`src/rtl/grayscale_frame_sequencer.sv`:
```
// Walks a 24-bit BMP pixel array in a byte-wide frame buffer and presents one
// RGB triple per pixel (B,G,R fetch order), with row padding to 4-byte strides.
module grayscale_frame_sequencer #(
  parameter int AW = 20,
  parameter int DW = 12
) (
  input  logic          clk,
  input  logic          rst,
  input  logic          start_i,
  input  logic [AW-1:0] base_addr_i,
  input  logic [DW-1:0] width_i,
  input  logic [DW-1:0] height_i,
  output logic          mem_rd_o,
  output logic [AW-1:0] mem_addr_o,
  input  logic [7:0]    mem_data_i,
  input  logic          pix_ready_i,
  output logic [7:0]    red_o,
  output logic [7:0]    green_o,
  output logic [7:0]    blue_o,
  output logic          pix_valid_o,
  output logic          sof_o,
  output logic          eol_o,
  output logic          busy_o,
  output logic          frame_done_o
);

  typedef enum logic [2:0] {S_IDLE, S_RD0, S_RD1, S_RD2, S_CAP, S_OUT} state_t;

  state_t        r_state, w_next;
  logic [DW-1:0] r_width, r_height, r_col, r_row;
  logic [AW-1:0] r_stride, r_row_base, r_mem_addr;
  logic [7:0]    r_red, r_green, r_blue;
  logic          r_busy, r_done;

  logic          w_zero, w_last_col, w_last_row, w_frame_end;
  logic [AW-1:0] w_stride;

  assign w_zero      = (width_i == '0) || (height_i == '0);
  assign w_last_col  = (r_col == r_width - DW'(1));
  assign w_last_row  = (r_row == r_height - DW'(1));
  assign w_frame_end = (r_state == S_OUT) && pix_ready_i && w_last_col && w_last_row;
  // 3*width rounded up to a multiple of 4 bytes
  assign w_stride    = (AW'({width_i, 1'b0}) + AW'(width_i) + AW'(3)) & ~AW'(3);

  always_ff @(posedge clk) begin
    if (rst) r_state <= S_IDLE;
    else     r_state <= w_next;
  end

  always_comb begin
    w_next = r_state;
    case (r_state)
      S_IDLE:  if (start_i && !w_zero) w_next = S_RD0;
      S_RD0:   w_next = S_RD1;
      S_RD1:   w_next = S_RD2;
      S_RD2:   w_next = S_CAP;
      S_CAP:   w_next = S_OUT;
      S_OUT:   if (pix_ready_i) w_next = w_frame_end ? S_IDLE : S_RD0;
      default: w_next = S_IDLE;
    endcase
  end

  always_ff @(posedge clk) begin
    if (rst) begin
      r_width    <= '0;
      r_height   <= '0;
      r_col      <= '0;
      r_row      <= '0;
      r_stride   <= '0;
      r_row_base <= '0;
      r_mem_addr <= '0;
      r_red      <= '0;
      r_green    <= '0;
      r_blue     <= '0;
      r_busy     <= 1'b0;
      r_done     <= 1'b0;
    end else begin
      r_done <= 1'b0;
      case (r_state)
        S_IDLE: if (start_i) begin
          r_width    <= width_i;
          r_height   <= height_i;
          r_stride   <= w_stride;
          r_row_base <= base_addr_i;
          r_col      <= '0;
          r_row      <= '0;
          if (w_zero) begin
            r_done <= 1'b1;
          end else begin
            r_busy     <= 1'b1;
            r_mem_addr <= base_addr_i;
          end
        end
        S_RD0: r_mem_addr <= r_mem_addr + AW'(1);
        S_RD1: begin
          r_mem_addr <= r_mem_addr + AW'(1);
          r_blue     <= mem_data_i;
        end
        S_RD2: r_green <= mem_data_i;
        S_CAP: r_red   <= mem_data_i;
        // Address register sits on the R byte here, so +1 is the next pixel's B
        S_OUT: if (pix_ready_i) begin
          if (w_last_col) begin
            r_col <= '0;
            if (w_last_row) begin
              r_busy <= 1'b0;
              r_done <= 1'b1;
            end else begin
              r_row      <= r_row + DW'(1);
              r_row_base <= r_row_base + r_stride;
              r_mem_addr <= r_row_base + r_stride;
            end
          end else begin
            r_col      <= r_col + DW'(1);
            r_mem_addr <= r_mem_addr + AW'(1);
          end
        end
        default: ;
      endcase
    end
  end

  assign mem_rd_o     = (r_state == S_RD0) || (r_state == S_RD1) || (r_state == S_RD2);
  assign mem_addr_o   = r_mem_addr;
  assign pix_valid_o  = (r_state == S_OUT);
  assign sof_o        = pix_valid_o && (r_row == '0) && (r_col == '0);
  assign eol_o        = pix_valid_o && w_last_col;
  assign red_o        = r_red;
  assign green_o      = r_green;
  assign blue_o       = r_blue;
  assign busy_o       = r_busy;
  assign frame_done_o = r_done;

endmodule

```
`config.mk`:
```
export PLATFORM = sky130hd
export DESIGN_NAME = grayscale_frame_sequencer
export DESIGN_NICKNAME = d
export VERILOG_FILES = /design/src/rtl/grayscale_frame_sequencer.sv
export SDC_FILE = /design/constraint.sdc
export NUM_CORES = 1
export LEC_CHECK = 0
export CORE_ASPECT_RATIO = 0.6
export CORE_UTILIZATION = 51
export CTS_CLUSTER_SIZE = 30
export DETAILED_ROUTE_END_ITERATION = 8
export HOLD_SLACK_MARGIN = 0.1
export PLACE_DENSITY = 0.9
export SYNTH_ARGS = -nofsm -noshare
export SYNTH_HDL_FRONTEND = slang
export SYNTH_SLANG_ARGS = --single-unit
```
`constraint.sdc`:
```
create_clock -name clk -period 3.69 [get_ports clk]
set_clock_uncertainty 0.2 [all_clocks]
set_input_delay 0.9225 -clock clk [delete_from_list [all_inputs] [get_ports clk]]
set_output_delay 0.9225 -clock clk [all_outputs]
set_load 0.01 [all_outputs]
```
Yosys cells after proc, flatten, opt, wreduce, memory -nomap -nowiden:

Cells that the tools add are included.
Widths: inputs -> output; s select.

* bits in registers: 135
* bits in latches: 0
* memory bits (writable): 0
* ROM bits: 0
* output and inout port bits: 50
* memories: 0

* add/subtract/negate cells: 8
* multiply operators: 0
* divide/modulo/power cells: 0
* $lt $le $gt $ge: 0
* equal/unequal tests: 15
* shift-type cells: 0
* mux-type cells: 34
* bitwise operators: 0
* reduce and logical (&&, ||, !) cells: 25

Operators with widths (number)
* $mux 20: 8
* $mux 12: 6
* $pmux 20 s3: 1
* $logic_not 12->1: 4
* $pmux 12 s2: 2
* $pmux 20 s2: 1
* $add 12x1->12 const B: 2
* $eq 12x12->1: 2
* $sub 12x1->12 const B: 2
* $add 20x1->20 const B: 1
* $add 20x20->20: 1
* $pmux 3 s6: 1
* $add 14x2->15 const B: 1
* $add 13x12->14: 1
* $mux 1: 11
* $ne 2x2->1 const B: 5
* $reduce_and 5->1: 2
* $logic_and 1x1->1: 7
* $eq 3x2->1 const B: 2
* $eq 3x3->1 const B: 2
* $mux 3: 2
* $reduce_and 6->1: 1
* $ne 2x1->1 const B: 2
* $pmux 1 s2: 2
* other kinds (10): 13

Logic depth before layout (Yosys ltp):

* word-level depth: 7
* mapped depth: 14

Worst setup path before layout:

No wires, ideal clock.

* path kind: register to output
* start point: reg r_width[0]
* end point: out eol_o
* arrival time: 2.751 ns
* data required time: 2.568 ns
* slack: -0.183 ns
* cell stages (with the launch flop): 11
* buffers on the path: 1
* cell sequence: dfxtp_1 buf_2 inv_1 ha_1 or3b_4 or4_4 a2111oi_4 nand2_2 nor4b_2 nand2_1 inv_1

* word-level cells in the longest chain between the ends: 3

Ends and longest elaborated chain
* from (decl): RTL line 30 `logic [DW-1:0] r_width, r_height, r_col, r_row;`
* from (signal assigned): RTL line 81 `r_width <= width_i;`
* $sub 12x1->12: RTL line 39 `assign w_last_col = (r_col == r_width - DW'(1));`
* $eq 12x12->1: RTL line 39
* $logic_and 1x1->1: RTL line 127 `assign eol_o = pix_valid_o && w_last_col;`
* to (decl): RTL line 22 `output logic eol_o,`

No other way between the ends.

Final worst setup path:

Same ends and word-level chain as after synthesis.

==> flow_summary.toml <==
[run_status]
status = "finished with violations"
violations = "DRC, setup timing"

[grt]
grt_pass1_wl_mm = 43.2
antenna_found_initial = 0
grt_pass1_vias = 8530
gr-usage-all-layers_pct = 32.9
grt_max_degree = 62
grt_overflow = 0

[critical_path]
cpMaxStageDelayCell = "or4_4"
crit_required_ns = 2.57
cp_max_fo = 2
arrival_ns = 2.96
crit_family = "simple AND/OR/NAND/NOR gates"
endpoint_kind = "output port"
cp.buffers_inverters = 3
start_kind = "register"
critPathKind = "reg2out"
path_cells = "inv_2 > ha_4 > or3b_4 > or4_4 > a2111oi_4 > nand2_2 > nor4b_4 > nand2_2 > inv_2 > buf_6"
critPathMaxStageDelay_ns = 0.54

[layout]
area_delta_synth_final_pct = 32.5
nets = 1299
final_layout_size_suffix_gt1_share_pct = 13.7
final_util_pct = 69.9
fillerInstances = 1108
antenna_cells = 0

[clocking]
root_buffer = "clkbuf_16"
clk_latency_ns = 0.43
cts_hold_buf = 0
cts.clk_slew.worst_paths_ns = 0.06
cts_sinks = 129
cts_tree = "done"
numCtsBuffers = 17
htreeDepth = 4
ctsLongestPathBuffers = 2

[synthesis]
syn_area_per_cell_um2 = 7.77
mappedNetlistNets = 1154
synthArstFlopShare_pct = 0
synth_cell_types = 76
synth.largest_area_cell = "dfxtp_1"
synth_ff_type = "dfxtp_1"
synth_edf_count = 0
yosysSeqAreaShare_pct = 31.6
synthTopCellsByCount = "nand2_1, dfxtp_1, nor2_1"
synth_area_mm2 = 0.00818
yosys.area.top_type_share_pct = 31.6
yosysMostFrequentCell = "nand2_1"
synth_cells = 1052
synthTopCellsByArea = "dfxtp_1, nand2_1, ha_1"
yosys_warnings = 0
synth-seq-cells = 129

[routing]
dr.pass1.iters = 7
via_per_inst = 6.35
wire_per_inst_um = 19.2
drc_errors = 13
initialDrtViolationCount = 1151
ant_nets = 0
wl_mm = 27.1
via_count = 8962

[sta]
setup_tns_ns = -1.68
tightest_slew_ns = 0.773
fin_crit_sh_pct = 111
rsz0062_at_grt = "true"
hold_viol = 0
relSlewSlack_pct = 48.3
period_minus_slack_ns = 4.08
layout_setup_ws_ns = -0.390
slew_viol_final = 0
final-setup-viol-count = 11
max_freq_mhz = 245

[worst_hold_path]
hold_path.class = "reg2reg"

[placed_design]
dp_worst_setup_slack_ns = -0.497
dpl.hpwl_mm = 18.1
io_buffers = 105
gp_congestion = 0.949

[floorplanning]
die-height_um = 100
num_rows = 35
initial_core_util_pct = 52.8
ios = 106
die_width_um = 165
dieArea_mm2 = 0.0166
core-area_mm2 = 0.0155

[power]
powerDensity_mw_per_mm2 = 541
p_leak_nw = 4.38
irDropWorstVdd_v = 0.000339

[job]
drv_cap = 0
-- metrics by stage --
stage | area [um^2] | hold slack (ns) | power (mW) | std cells
3_3_place_gp | 9800 | 0.243 | 3.54 | 1364
6_report | 10800 | 0.263 | 5.87 | 1412
3_5_place_dp | 9800 | 0.249 | 3.61 | 1364
4_1_cts | 10800 | 0.259 | 5.75 | 1411
5_1_grt | 10800 | 0.277 | 6.09 | 1412
2_1_floorplan | 8200 | 0.236 | 2.93 | 1052
-- routing by layer --
layer | part of all wire (%) | vias to the layer above | global-route usage [%]
li1 | - | 4046 | -
met1 | 43 | 4252 | 46.0
met2 | 45 | 589 | 50.7
met3 | 10 | 75 | 6.49
met4 | 2.1 | 0 | 10.2
met5 | 0 | - | 0
-- worst min-delay path: cells and delay by family (launching register included) --
family,cells,cell delay [ns]
AND/OR/NAND/NOR,1,0.05
AO/OA/AOI/OAI,1,0.05
flip-flops,1,0.31
-- flip-flops by register name, indices dropped and copies added, names as in the netlist, 3 cells and up --
register    count
r_width        12
mem_addr_o     20
blue_o          8
r_stride       12
r_col          12
r_row          12
r_state         3
r_row_base     20
green_o         8
r_height       12
red_o           8
-- layout make-up --
type | instances | area [um^2] | area share (%)
Clock buffer | 18 | 439 | 4.05
Clock inverter | 13 | 283 | 2.61
Inverter | 37 | 139 | 1.28
Multi-Input combinational cell | 824 | 5370 | 49.6
Sequential cell | 129 | 2580 | 23.9
Tap cell | 203 | 254 | 2.34
Timing Repair Buffer | 188 | 1760 | 16.3
-- cell families (layout without fill, tap and decap cells) --
kind of cell    after synthesis  in the layout  share of synthesized area (%)
compound gates              245            245                           19.8
xor+xnor                     73             73                           7.82
flops                       129            129                           31.6
mux                          29             29                           3.59
simple gates                431            431                           25.3
fa+ha+maj                    46             46                           7.13
buf+inv                      99            256                           4.71
-- worst paths after layout --
check                           from                    end  cells past startpoint  slack [ns]
max          r_width[0]$_SDFFE_PP0P_                  eol_o                     10       -0.39
min            red_o[2]$_SDFFE_PP0P_  red_o[2]$_SDFFE_PP0P_                      2        0.26
max reg2reg  r_width[0]$_SDFFE_PP0P_    busy_o$_SDFFE_PP0P_                     20       -0.31
min reg2reg    red_o[2]$_SDFFE_PP0P_  red_o[2]$_SDFFE_PP0P_                      2        0.26
-- timing repair --
action                     in CTS  in global routing
setup endpoints to repair       8                 32
gates resized for setup        49                  5
buffers inserted               18                  2
pin swaps                      26                  7
-- placed cells by master, fill, tap and decap left out, drive strengths merged, types with 15 or more instances in the layout --
cell type / n
clkdlybuf4s50: 103
mux2i: 26
dfxtp: 129
clkbuf: 18
nand3: 29
xnor2: 46
inv: 37
nand4: 15
o21ai: 33
nor3: 31
buf: 85
xor2: 27
a211oi: 17
ha: 45
a21oi: 89
nor4: 17
nor2: 109
nand2: 156
-- power by group --
part	internal, mW	switching [mW]
registers	1.56	0.182
logic	0.872	1.14
clock network	1.42	0.689
total	3.86	2.01
(Power assumes the default switching activity.)
